--- config.mk ---
export PLATFORM = sky130hd
export DESIGN_NAME = fetch_stage
export DESIGN_NICKNAME = d
export VERILOG_FILES = /design/src/rtl/fetch_stage.sv
export SDC_FILE = /design/constraint.sdc
export NUM_CORES = 1
export LEC_CHECK = 0
export CORE_AREA = 3 3 198 200
export CTS_CLUSTER_DIAMETER = 80
export DETAILED_ROUTE_END_ITERATION = 8
export DIE_AREA = 0 0 201 203
export GPL_TIMING_DRIVEN = 0
export PLACE_DENSITY = 0.71
export SLEW_MARGIN = 5
export SYNTH_ARGS = -nofsm -noshare
export SYNTH_HDL_FRONTEND = slang
export SYNTH_SLANG_ARGS = --single-unit
--- constraint.sdc ---
create_clock -name clk -period 3.15 [get_ports clk]
set_input_delay 0.315 -clock clk [delete_from_list [all_inputs] [get_ports clk]]
set_output_delay 0.315 -clock clk [all_outputs]
set_load 0.05 [all_outputs]
--- src/rtl/fetch_stage.sv ---
// Fetch stage of the RV64 pipeline: owns the PC, issues single-outstanding IMEM reads and loads the
// DE latches, with a one-entry skid buffer for responses that arrive while decode is stalled.
`timescale 1ns/1ps
module fetch_stage #(
  parameter int                 XLEN     = 64,
  parameter logic [XLEN-1:0]    RESET_PC = '0
) (
  input  logic            clk,
  input  logic            rst_n,
  output logic            imem_req_o,
  output logic [XLEN-1:0] imem_addr_o,
  input  logic            imem_ready_i,
  input  logic [31:0]     imem_rdata_i,
  input  logic            ld_de_i,
  input  logic            v_de_br_stall_i,
  input  logic            v_agex_br_stall_i,
  input  logic            v_mem_br_stall_i,
  input  logic            mem_br_taken_i,
  input  logic [XLEN-1:0] mem_target_i,
  output logic [XLEN-1:0] de_npc_o,
  output logic [31:0]     de_ir_o,
  output logic            de_v_o
);

  localparam logic [1:0] S_IDLE = 2'd0;
  localparam logic [1:0] S_REQ  = 2'd1;
  localparam logic [1:0] S_DROP = 2'd2;

  localparam logic [XLEN-1:0] ALIGN_MASK = {{(XLEN-2){1'b1}}, 2'b00};
  localparam logic [XLEN-1:0] FOUR       = XLEN'(4);

  logic [1:0]      state_q, state_d;
  logic [XLEN-1:0] pc_q, pc_d;
  logic [XLEN-1:0] drop_addr_q, drop_addr_d;
  logic            buf_v_q, buf_v_d;
  logic [31:0]     buf_ir_q, buf_ir_d;
  logic [XLEN-1:0] buf_npc_q, buf_npc_d;
  logic            de_v_q, de_v_d;
  logic [31:0]     de_ir_q, de_ir_d;
  logic [XLEN-1:0] de_npc_q, de_npc_d;

  logic            br_stall;
  logic            redirect;
  logic [XLEN-1:0] target_aligned;
  logic [XLEN-1:0] pc_plus4;
  logic            resp_ok;
  logic            live_to_de;
  logic            to_buf;

  assign br_stall       = v_de_br_stall_i | v_agex_br_stall_i | v_mem_br_stall_i;
  assign redirect       = mem_br_taken_i;
  assign target_aligned = mem_target_i & ALIGN_MASK;
  assign pc_plus4       = pc_q + FOUR;

  // A response is usable only if nothing (redirect or unresolved branch) kills it this cycle.
  assign resp_ok    = (state_q == S_REQ) && imem_ready_i && !redirect && !br_stall;
  assign live_to_de = resp_ok && ld_de_i && !buf_v_q;
  assign to_buf     = resp_ok && !live_to_de;

  assign imem_req_o  = (state_q == S_REQ) || (state_q == S_DROP);
  assign imem_addr_o = (state_q == S_DROP) ? drop_addr_q : pc_q;
  assign de_npc_o    = de_npc_q;
  assign de_ir_o     = de_ir_q;
  assign de_v_o      = de_v_q;

  always_comb begin
    state_d     = state_q;
    pc_d        = pc_q;
    drop_addr_d = drop_addr_q;
    case (state_q)
      S_IDLE: begin
        if (redirect) begin
          pc_d = target_aligned;
        end else if (!br_stall && !buf_v_q) begin
          state_d = S_REQ;
        end
      end
      S_REQ: begin
        if (imem_ready_i) begin
          if (redirect) begin
            pc_d    = target_aligned;
            state_d = S_IDLE;
          end else if (br_stall) begin
            state_d = S_IDLE;
          end else begin
            pc_d    = pc_plus4;
            state_d = live_to_de ? S_REQ : S_IDLE;
          end
        end else if (redirect) begin
          // The in-flight address must stay on the bus until IMEM answers it.
          pc_d        = target_aligned;
          drop_addr_d = pc_q;
          state_d     = S_DROP;
        end
      end
      S_DROP: begin
        if (redirect) pc_d = target_aligned;
        if (imem_ready_i) state_d = S_IDLE;
      end
      default: state_d = S_IDLE;
    endcase
  end

  always_comb begin
    buf_v_d   = buf_v_q;
    buf_ir_d  = buf_ir_q;
    buf_npc_d = buf_npc_q;
    de_v_d    = de_v_q;
    de_ir_d   = de_ir_q;
    de_npc_d  = de_npc_q;
    if (redirect) begin
      buf_v_d = 1'b0;
    end else begin
      if (ld_de_i && buf_v_q) buf_v_d = 1'b0;
      if (to_buf) begin
        buf_v_d   = 1'b1;
        buf_ir_d  = imem_rdata_i;
        buf_npc_d = pc_plus4;
      end
    end
    // Bubbles leave IR/NPC untouched; only the valid bit drops.
    if (ld_de_i) begin
      de_v_d = 1'b0;
      if (!redirect) begin
        if (buf_v_q) begin
          de_v_d   = 1'b1;
          de_ir_d  = buf_ir_q;
          de_npc_d = buf_npc_q;
        end else if (live_to_de) begin
          de_v_d   = 1'b1;
          de_ir_d  = imem_rdata_i;
          de_npc_d = pc_plus4;
        end
      end
    end
  end

  always_ff @(posedge clk or negedge rst_n) begin
    if (!rst_n) begin
      state_q     <= S_IDLE;
      pc_q        <= RESET_PC & ALIGN_MASK;
      drop_addr_q <= '0;
      buf_v_q     <= 1'b0;
      buf_ir_q    <= '0;
      buf_npc_q   <= '0;
      de_v_q      <= 1'b0;
      de_ir_q     <= '0;
      de_npc_q    <= '0;
    end else begin
      state_q     <= state_d;
      pc_q        <= pc_d;
      drop_addr_q <= drop_addr_d;
      buf_v_q     <= buf_v_d;
      buf_ir_q    <= buf_ir_d;
      buf_npc_q   <= buf_npc_d;
      de_v_q      <= de_v_d;
      de_ir_q     <= de_ir_d;
      de_npc_q    <= de_npc_d;
    end
  end

endmodule
# Yosys cells after proc, flatten, opt, wreduce, memory -nomap -nowiden

Index checks and enable logic that the tools add are counted.

Bits in registers: 324
Bits in latches: 0
RAM bits: 0
ROM bits: 0
Input bits: 104
Output and inout bits: 162
Word-level logic and storage cells: 69
Memories kept: 0

Add/subtract/negate cells: 1
$mul: 0
Div/mod/pow operators: 0
$lt $le $gt $ge: 0
Equal/unequal tests: 7
Shifts and indexed selects: 0
Multiplexer cells: 25
Bitwise gates (word level): 4
Reductions and logical operators: 23

Operators with widths:

| cell                                                             | number |
|---|---|
| 64-bit two-way mux                                               | 7 |
| 64-bit case mux with 2 select lines                              | 1 |
| 64-bit by 3-bit adder with 64-bit output (second input constant) | 1 |
| 32-bit two-way mux                                               | 2 |
| 2-bit two-way mux                                                | 5 |
| 1-bit two-way mux                                                | 9 |
| 1-bit logical AND                                                | 8 |
| 2-bit inequality test (second input constant)                    | 3 |
| 2-bit case mux with 3 select lines                               | 1 |
| 3-bit AND reduction                                              | 2 |
| 1-bit logical NOT                                                | 4 |
| 4-bit inequality test (second input constant)                    | 1 |
| 2-bit AND reduction                                              | 2 |
| 4-bit AND reduction                                              | 1 |
| 2-bit nonzero test                                               | 2 |
| 3-bit inequality test (second input constant)                    | 1 |
| 3-bit nonzero test                                               | 1 |
| 2-bit by 1-bit == test with 1-bit output (second input constant) | 1 |
| 2-bit == test (second input constant)                            | 1 |
| 2-bit logical NOT                                                | 1 |
| 1-bit inverter                                                   | 2 |
| 1-bit OR                                                         | 2 |
| 2-bit OR reduction                                               | 1 |
| 1-bit logical OR                                                 | 1 |

# Logic depth before layout (Yosys ltp)

Gate-level depths: netlist (run 1).

Depth in word-level cells: 11
Depth in mapped cells: 11

# Worst setup path before layout (run 1)

No wires, ideal clock.

Path kind: reg-to-output
Start point: register state_q[0]
End point: output port imem_addr_o[32]
Arrival: 2.334 ns
Required time: 2.835 ns
Slack: 0.501 ns
Cell stages (with the launch flop): 7
Path buffers: 3
Cell sequence: dfrtp_1 > inv_1 > ha_1 > clkbuf_1 > clkbuf_1 > clkbuf_1 > o21ai_0

Cells in the longest elaborated chain, start to end: 2

Ends and longest elaborated chain:

| item                   | RTL line | source |
|---|---|---|
| from (decl)            | 32       | `logic [1:0] state_q, state_d;` |
| from (signal assigned) | 150      | `state_q <= state_d;` |
| 2-bit == test          | 61       | `assign imem_addr_o = (state_q == S_DROP) ? drop_addr_q : pc_q;` |
| 64-bit two-way mux     | 61       |  |
| to (decl)              | 11       | `output logic [XLEN-1:0] imem_addr_o,` |

No other way between the ends.

# Final worst setup path (run 1)

Start point: register state_q[0]
End point: output port imem_addr_o[2]

Same word-level chain as after synthesis.

==> results of run 1 <==
==> metal layers <==
metal	GRT usage	wire, µm	share of wire	vias to the layer above
li1	-	-	-	6659
met1	0.402	25800	0.44	7275
met2	0.441	25900	0.44	681
met3	0.0572	4950	0.084	115
met4	0.0843	1930	0.033	0
met5	0	0	0	-
==> Yosys cell counts, types with 4 or more instances <==
cell type and count:
a21boi_0 4, a21o_1 13, a21oi_1 62, a221o_1 17, a22oi_1 20, and2_1 10
and3_1 27, and4_1 7, buf_1 14, buf_2 25, buf_4 4, buf_6 6
clkbuf_1 94, clkbuf_8 6, dfrtp_1 324, ha_1 5, inv_1 10, mux2_2 122
mux2i_1 50, nand2_1 314, nand2b_1 11, nand3_1 58, nand4_1 24, nor2_1 73
nor3_1 42, nor3b_1 4, nor4_1 17, nor4_4 5, o211ai_1 17, o21ai_0 174
o21ai_1 6, o22ai_1 12, o31a_1 5, o31ai_1 12, or3_1 12, or4_1 4
xnor2_1 29, xor2_1 20
==> cells by family after synthesis <==
| group | Yosys count | synth area share |
|---|---|---|
| and+or+nand+nor | 634 | 0.186 |
| buffers and inverters | 161 | 0.0462 |
| AOI/OAI and AO/OA | 369 | 0.135 |
| adders and majority gates | 5 | 0.00378 |
| muxes | 172 | 0.113 |
| xor gates and xnor gates | 49 | 0.0259 |
| DFF | 324 | 0.490 |
==> power groups by stage <==
stage | logic (W) | clock network, W | registers, W
final | 0.00909 | 0.00407 | 0.00639
after global routing | 0.00962 | 0.00427 | 0.00655
after CTS | 0.00903 | 0.00412 | 0.00638
after detailed placement | 0.00926 | 0 | 0.00645
after global placement | 0.00914 | 0 | 0.00639
after floorplan | 0.00511 | 0 | 0.00729
==> final cells by class <==
type                    instances  area [µm²]
inverters                      11        41.3
flip-flops and latches        324        8110
clock inverters                13         105
clock buffers                  50        1000
well taps                     511         639
repair buffers                271        2700
multi-input cells            1229        7690
fillers                      3363       16600
plain buffers                 148         733
diodes                          1        2.50
==> critical path: stages (launching register included) <==
cell and delay, ps:
dfrtp_1 420, inv_1 100, ha_2 440, clkbuf_4 420
mux2_2 390, dlygate4sd2_1 430
==> state kept, by name, summed over array words and instances (netlist names) <==
name and count:
buf_npc_q 64, de_v_o 1, state_q 2, de_ir_o 32, buf_ir_q 32, pc_q 64
de_npc_o 64, drop_addr_q 64, buf_v_q 1
==> through the flow <==
step / cells / hold WS [ps]
2_1_floorplan: 1714 / 19.4
3_3_place_gp: 2487 / 454
3_5_place_dp: 2490 / 294
4_1_cts: 2554 / 210
5_1_grt: 2557 / 302
6_report: 2558 / 292
==> path summary, 6_finish.rpt <==
path / startpoint / endpoint / slack, ps
setup / recovery: state_q[0] / imem_addr_o[2] / 80
hold / removal: rst_n / de_npc_o[1] / 290
setup reg to reg: pc_q[33] / pc_q[49] / 90
hold reg to reg: de_npc_o[45] / de_npc_o[45] / 470
max in group asynchronous: rst_n / pc_q[44] / 1500
min in group clk: imem_ready_i / state_q[1] / 300
==> what timing repair did <==
action	in CTS	in global routing
hold buffers	1	0
pin swaps	1	1
buffers inserted	1	4
endpoints found under the setup margin	146	78
gates resized for setup	92	6
hold endpoints to repair	58	0
==> summary.md, run 1 <==
| Metric | Value |
|---|---|
| Fin crit period | `3070 ps` |
| Vias in the first global route | `14.5k` |
| Area leader, netlist | `dfrtp_1` |
| Cell Area, Placed | `19900 µm²` |
| Clk_skew | `20.1 ps` |
| Setup TNS | `0 ps` |
| Syn Inst Count | `1714` |
| Post-synth EDFFs | `0` |
| Total CTS buffers | `36` |
| Via/cell ratio | `5.76` |
| Part of the power in the clock network | `0.208` |
| Fmax | `326 MHz` |
| Min-delay worst type | `in -> async` |
| Clock sink total | `324` |
| Final #Nets | `2130` |
| Syn Nets | `1823` |
| Comb pwr share | `0.465` |
| Fin. Hold Viols | `0` |
| Worst-Margin Slew | `1140 ps` |
| Register bit total from synthesis | `324` |
| RSZ-0062 raised after global routing | `false` |
| Worst Path Required | `2830 ps` |
| Max rail drop VDD | `0.600 mV` |
| Register area share after synthesis | `0.490` |
| First-pass GRT wire length | `89200 µm` |
| # IOs | `266` |
| Pre-antenna DRT Iters | `5` |
| Final WL | `58600 µm` |
| Root Driver | `clkbuf_16` |
| Die Height | `203 µm` |
| Final Max Tran Viols | `0` |
| Register share of total power | `0.327` |
| CP arrival | `2760 ps` |
| HPWL Detailed | `44000 µm` |
| Leak Pwr | `9.03 nW` |
| CTS tree | `yes` |
| DRC violations left | `0` |
| R2R cell count | `7` |
| Final period utilization | `0.975` |
| Iter 0 DRT Violations | `1252` |
| RePlAce Congestion | `0.944` |
| Pint | `0.0108 W` |
| Post-DR wirelength/cell | `22.9 µm` |
| Number of buffers on the longest clock path | `3` |
| Die W | `201 µm` |
| Clk slew on worst S/H paths | `60 ps` |
| Vias | `14.7k` |
| Most frequent cells in the layout | `dfrtp_1 (324), nand2_1 (314), clkdlybuf4s50_1 (197)` |
| Crit start category | `register` |
| Site Rows | `71` |
| Final setup violation count | `0` |
| Max cap viols | `0` |
| Area contributors post-synth | `dfrtp_1 (49%), mux2_2 (8.3%), nand2_1 (7.1%)` |
| Largest net degree at the start of global routing | `99` |
| Area delta synth->final | `27.1%` |
| Initial antenna violation count | `0` |
| GRT overflow | `0` |
| Slew Limit Headroom | `0.238` |
| # port buffers | `262` |
| Sw Ratio | `0.447` |
| Asr flop ratio synth | `1.00` |
| Core Region | `37600 µm²` |
| Status | `complete, no violations` |
| Total Power | `0.0195 W` |
| Die Footprint | `40800 µm²` |
| Yosys warnings | `0` |
| Area of the mapped netlist | `16500 µm²` |
| Gr usage total | `0.283` |
| Post-Place Setup Slack | `-793 ps` |
| Net Switching | `0.00873 W` |
| Mean Syn Cell Area | `9.65 µm²` |
| Later-pin clock latency in the skew report | `560 ps` |
| Fin util | `0.559` |
| Starting Density | `0.440` |
| Netlist cell types | `70` |
| Worst Path Max Fanout | `19` |
| Worst Setup End Kind | `primary output` |
| Most common cell after layout, fill and taps aside | `dfrtp_1` |
| Layout cell share with drive strength beyond 1 | `0.136` |
| Final worst slack | `78.4 ps` |
| Remaining antenna violation count after routing | `0` |
| Share of Yosys cell area claimed by the top area cell type | `0.490` |
| Htree depth | `2` |
| Design area | `21000 µm²` |
| Main flop type after synthesis | `dfrtp_1` |
| Critical path class | `reg -> out` |
| Power density over cell area | `930 nW/µm²` |
Power figures use the tool's default switching activity.
==> run 2: changes to the inputs <==
==> config.mk (replaced) <==
export PLATFORM = sky130hd
export DESIGN_NAME = fetch_stage
export DESIGN_NICKNAME = d
export VERILOG_FILES = /design/src/rtl/fetch_stage.sv
export SDC_FILE = /design/constraint.sdc
export NUM_CORES = 1
export LEC_CHECK = 0
export CORE_AREA = 3 3 180 182
export CTS_CLUSTER_DIAMETER = 30
export DETAILED_ROUTE_END_ITERATION = 8
export DIE_AREA = 0 0 183 185
export GPL_TIMING_DRIVEN = 0
export PLACE_DENSITY = 0.83
export RECOVER_POWER = 25
export SLEW_MARGIN = 5
export SYNTH_ARGS = -nofsm -noshare
export SYNTH_HDL_FRONTEND = slang
export SYNTH_SLANG_ARGS = --single-unit
==> run 2 against run 1 <==
Against the previous run: routed wire length is 0.11% higher; maximum frequency fell by 0.47%; worst setup slack worse by 15 ps; critical path type is now reg -> reg; highest routed layer is now met5; sequential power increased by 1%; sequential share of layout area shrank 1.9 points; non-clock buffer count down 1; clock skew grew 9.5 ps; largest power group unchanged; critical endpoint is now pc_q[43].
==> summary.md, run 2 (same netlist as run 1, synthesis figures left out) <==
| Metric | Value |
|---|---|
| Status | `complete, no violations` |
| Kind of cell adding the most delay to the critical path | `buffers and inverters` |
| Fin crit period | `3090 ps (+14.6 ps)` |
| Design area | `22100 µm² (+5.1%)` |
| Pre-antenna DRT Iters | `6 (+1)` |
| Footprint of the multi-input gates | `7690 µm² (about the same)` |
| Critical path class | `reg -> reg` |
| Crit start category | `register` |
| Fmax | `324 MHz (-0.47%)` |
| Initial antenna violation count | `2 (+2)` |
| CTS tree | `yes` |
| Root Driver | `clkbuf_16` |
| Gr usage total | `0.343 (+0.0596)` |
| Setup TNS | `0 ps (unchanged)` |
| Most frequent cells in the layout | `dfrtp_1 (324), nand2_1 (314), clkdlybuf4s50_1 (197)` |
| Via/cell ratio | `6.18 (+7.4%)` |
| Vias | `15.5k (+5.3%)` |
| # port buffers | `262 (unchanged)` |
| Max rail drop VDD | `0.636 mV (+6.0%)` |
| # IOs | `266 (unchanged)` |
| Layout cell share with drive strength beyond 1 | `0.161 (+0.0247)` |
| Number of buffers on the longest clock path | `3 (unchanged)` |
| Worst Setup End Kind | `register` |
| Site Rows | `64 (-9.9%)` |
| Largest net degree at the start of global routing | `112 (+13%)` |
| Final setup violation count | `0 (unchanged)` |
| Most common cell after layout, fill and taps aside | `dfrtp_1` |
| Final #Nets | `2163 (+1.5%)` |
| GRT overflow | `0 (unchanged)` |
| Reg area | `8110 µm² (unchanged)` |
| Final WL | `58700 µm (+0.11%)` |
| Fin. Hold Viols | `0 (unchanged)` |
| Cell Area, Placed | `19700 µm² (-0.72%)` |
| Clk_skew | `29.6 ps (+9.53 ps)` |
| M2 GR Usage | `0.539 (+0.0973)` |
| Starting Density | `0.538 (+0.0977)` |
| Area delta synth->final | `33.6%` |
| First-pass GRT wire length | `89800 µm (+0.67%)` |
| RSZ-0062 raised after global routing | `false` |
| Post-DR wirelength/cell | `23.4 µm (+2.1%)` |
| Worst Path Required | `3590 ps (+760 ps)` |
| Core Region | `30700 µm² (-18%)` |
| Total CTS buffers | `70 (+94%)` |
| Crit path buffers/inverters | `3 (unchanged)` |
| CP arrival | `3520 ps (+760 ps)` |
| Die Height | `185 µm (-8.9%)` |
| Critical path cell sequence | `inv_1 -> ha_1 -> o31ai_1 -> nor3b_4 -> nand2_1 -> clkbuf_1 -> clkbuf_1 -> nor2_1 -> nand2_1 -> nand3_1` |
| Slowest-stage cell, CP | `clkbuf_1` |
| Peak per-stage delay on the critical path | `690 ps (+250 ps)` |
| Die Footprint | `33900 µm² (-17%)` |
| GR Util met3 | `0.0784 (+0.0211)` |
| Fill cells | `2224 (-34%)` |
| Inserted Diodes | `0 (-1)` |
| Final Max Tran Viols | `0 (unchanged)` |
| Remaining antenna violation count after routing | `0 (unchanged)` |
| Leak Pwr | `9.59 nW (+6.2%)` |
| Post-Place Setup Slack | `-584 ps (+210 ps)` |
| GRT busiest layer | `met2` |
| Clock sink total | `324 (unchanged)` |
| Total Power | `0.0229 W (+17%)` |
| Min-delay worst type | `in -> reg` |
| Fin util | `0.718 (+0.159)` |
| Worst Path Max Fanout | `10 (-9)` |
| Htree depth | `3 (+1)` |
| Worst-Margin Slew | `1350 ps (+216 ps)` |
| DRC violations left | `0 (unchanged)` |
| Routing usage on met1 | `0.463 (+0.0606)` |
| Power density over cell area | `1040 nW/µm² (+12%)` |
| Final period utilization | `0.980 (+0.00462)` |
| Max cap viols | `0 (unchanged)` |
| HPWL Detailed | `41400 µm (-6.1%)` |
| Iter 0 DRT Violations | `1661 (+33%)` |
| Later-pin clock latency in the skew report | `580 ps (+20 ps)` |
| Vias in the first global route | `15.6k (+7.4%)` |
| Final worst slack | `63.9 ps (-14.6 ps)` |
| Die W | `183 µm (-9.0%)` |
| Slew Limit Headroom | `0.0968 (-0.142)` |
| Clk slew on worst S/H paths | `40 ps (-20 ps)` |
| RePlAce Congestion | `0.999 (+5.9%)` |
-- run 2: cell types whose count changed in the layout (fill, tap and decap cells not counted), moves of 2 or more --
cell,previous run,this run
clkbuf_16,36,70
clkinv_2,7,14
buf_1,8,10
bufinv_16,0,7
buf_16,3,1
clkbuf_1,95,97
clkbuf_4,1,3
clkinvlp_4,1,11
clkinv_16,0,2
-- run 2: worst register-to-register path: stages, from the launching register on --
cell and delay (ps):
dfrtp_1 400, inv_1 110, ha_1 290, o31ai_1 200
nor3b_4 200, nand2_1 80, clkbuf_1 640, clkbuf_1 690
nor2_1 140, nand2_1 120, nand3_1 80
-- run 2: metrics by stage --
stage | hold slack (ps) | cells
final | 224 | 2507
after global routing | 239 | 2507
after CTS | 201 | 2504
after global placement | 453 | 2372
after detailed placement | 255 | 2375
after floorplan | 19.4 | 1714
-- run 2: layout make-up --
class                   instances  share of cell area
inverters                      11             0.00187
repair buffers                271               0.120
plain buffers                 147              0.0329
flip-flops and latches        324               0.367
clock inverters                43              0.0244
clock buffers                  86              0.0838
multi-input cells            1229               0.348
well taps                     396              0.0224
-- run 2: worst paths after layout --
path | from | endpoint | slack [ps] | cells after the start
worst max register to register | state_q[1] | pc_q[43] | 60 | 10
min in group asynchronous | rst_n | drop_addr_q[15] | 580 | 2
max in group asynchronous | rst_n | pc_q[53] | 610 | 3
worst min register to register | de_npc_o[45] | de_npc_o[45] | 460 | 2
worst max-delay path | state_q[1] | pc_q[43] | 60 | 10
worst min-delay path | imem_ready_i | state_q[1] | 220 | 4
-- run 2: per-layer routing --
layer	share of wire	routed length, µm
met2	0.46	26800
met1	0.39	23000
met3	0.11	6640
met4	0.038	2250
met5	0.00024	14
-- run 2: power breakdown --
| group | switching, W | total (W) | internal, W |
|---|---|---|---|
| clock network | 0.00253 | 0.00735 | 0.00482 |
| registers | 0.000929 | 0.00646 | 0.00554 |
| logic | 0.00607 | 0.00911 | 0.00304 |
-- run 2: what timing repair did --
item,4_1_cts,5_1_grt
resized for setup,91,5
hold buffers,1,0
endpoints found under the setup margin,113,52
endpoints found under the hold margin,47,0
pin swaps,1,3
setup buffers,0,5
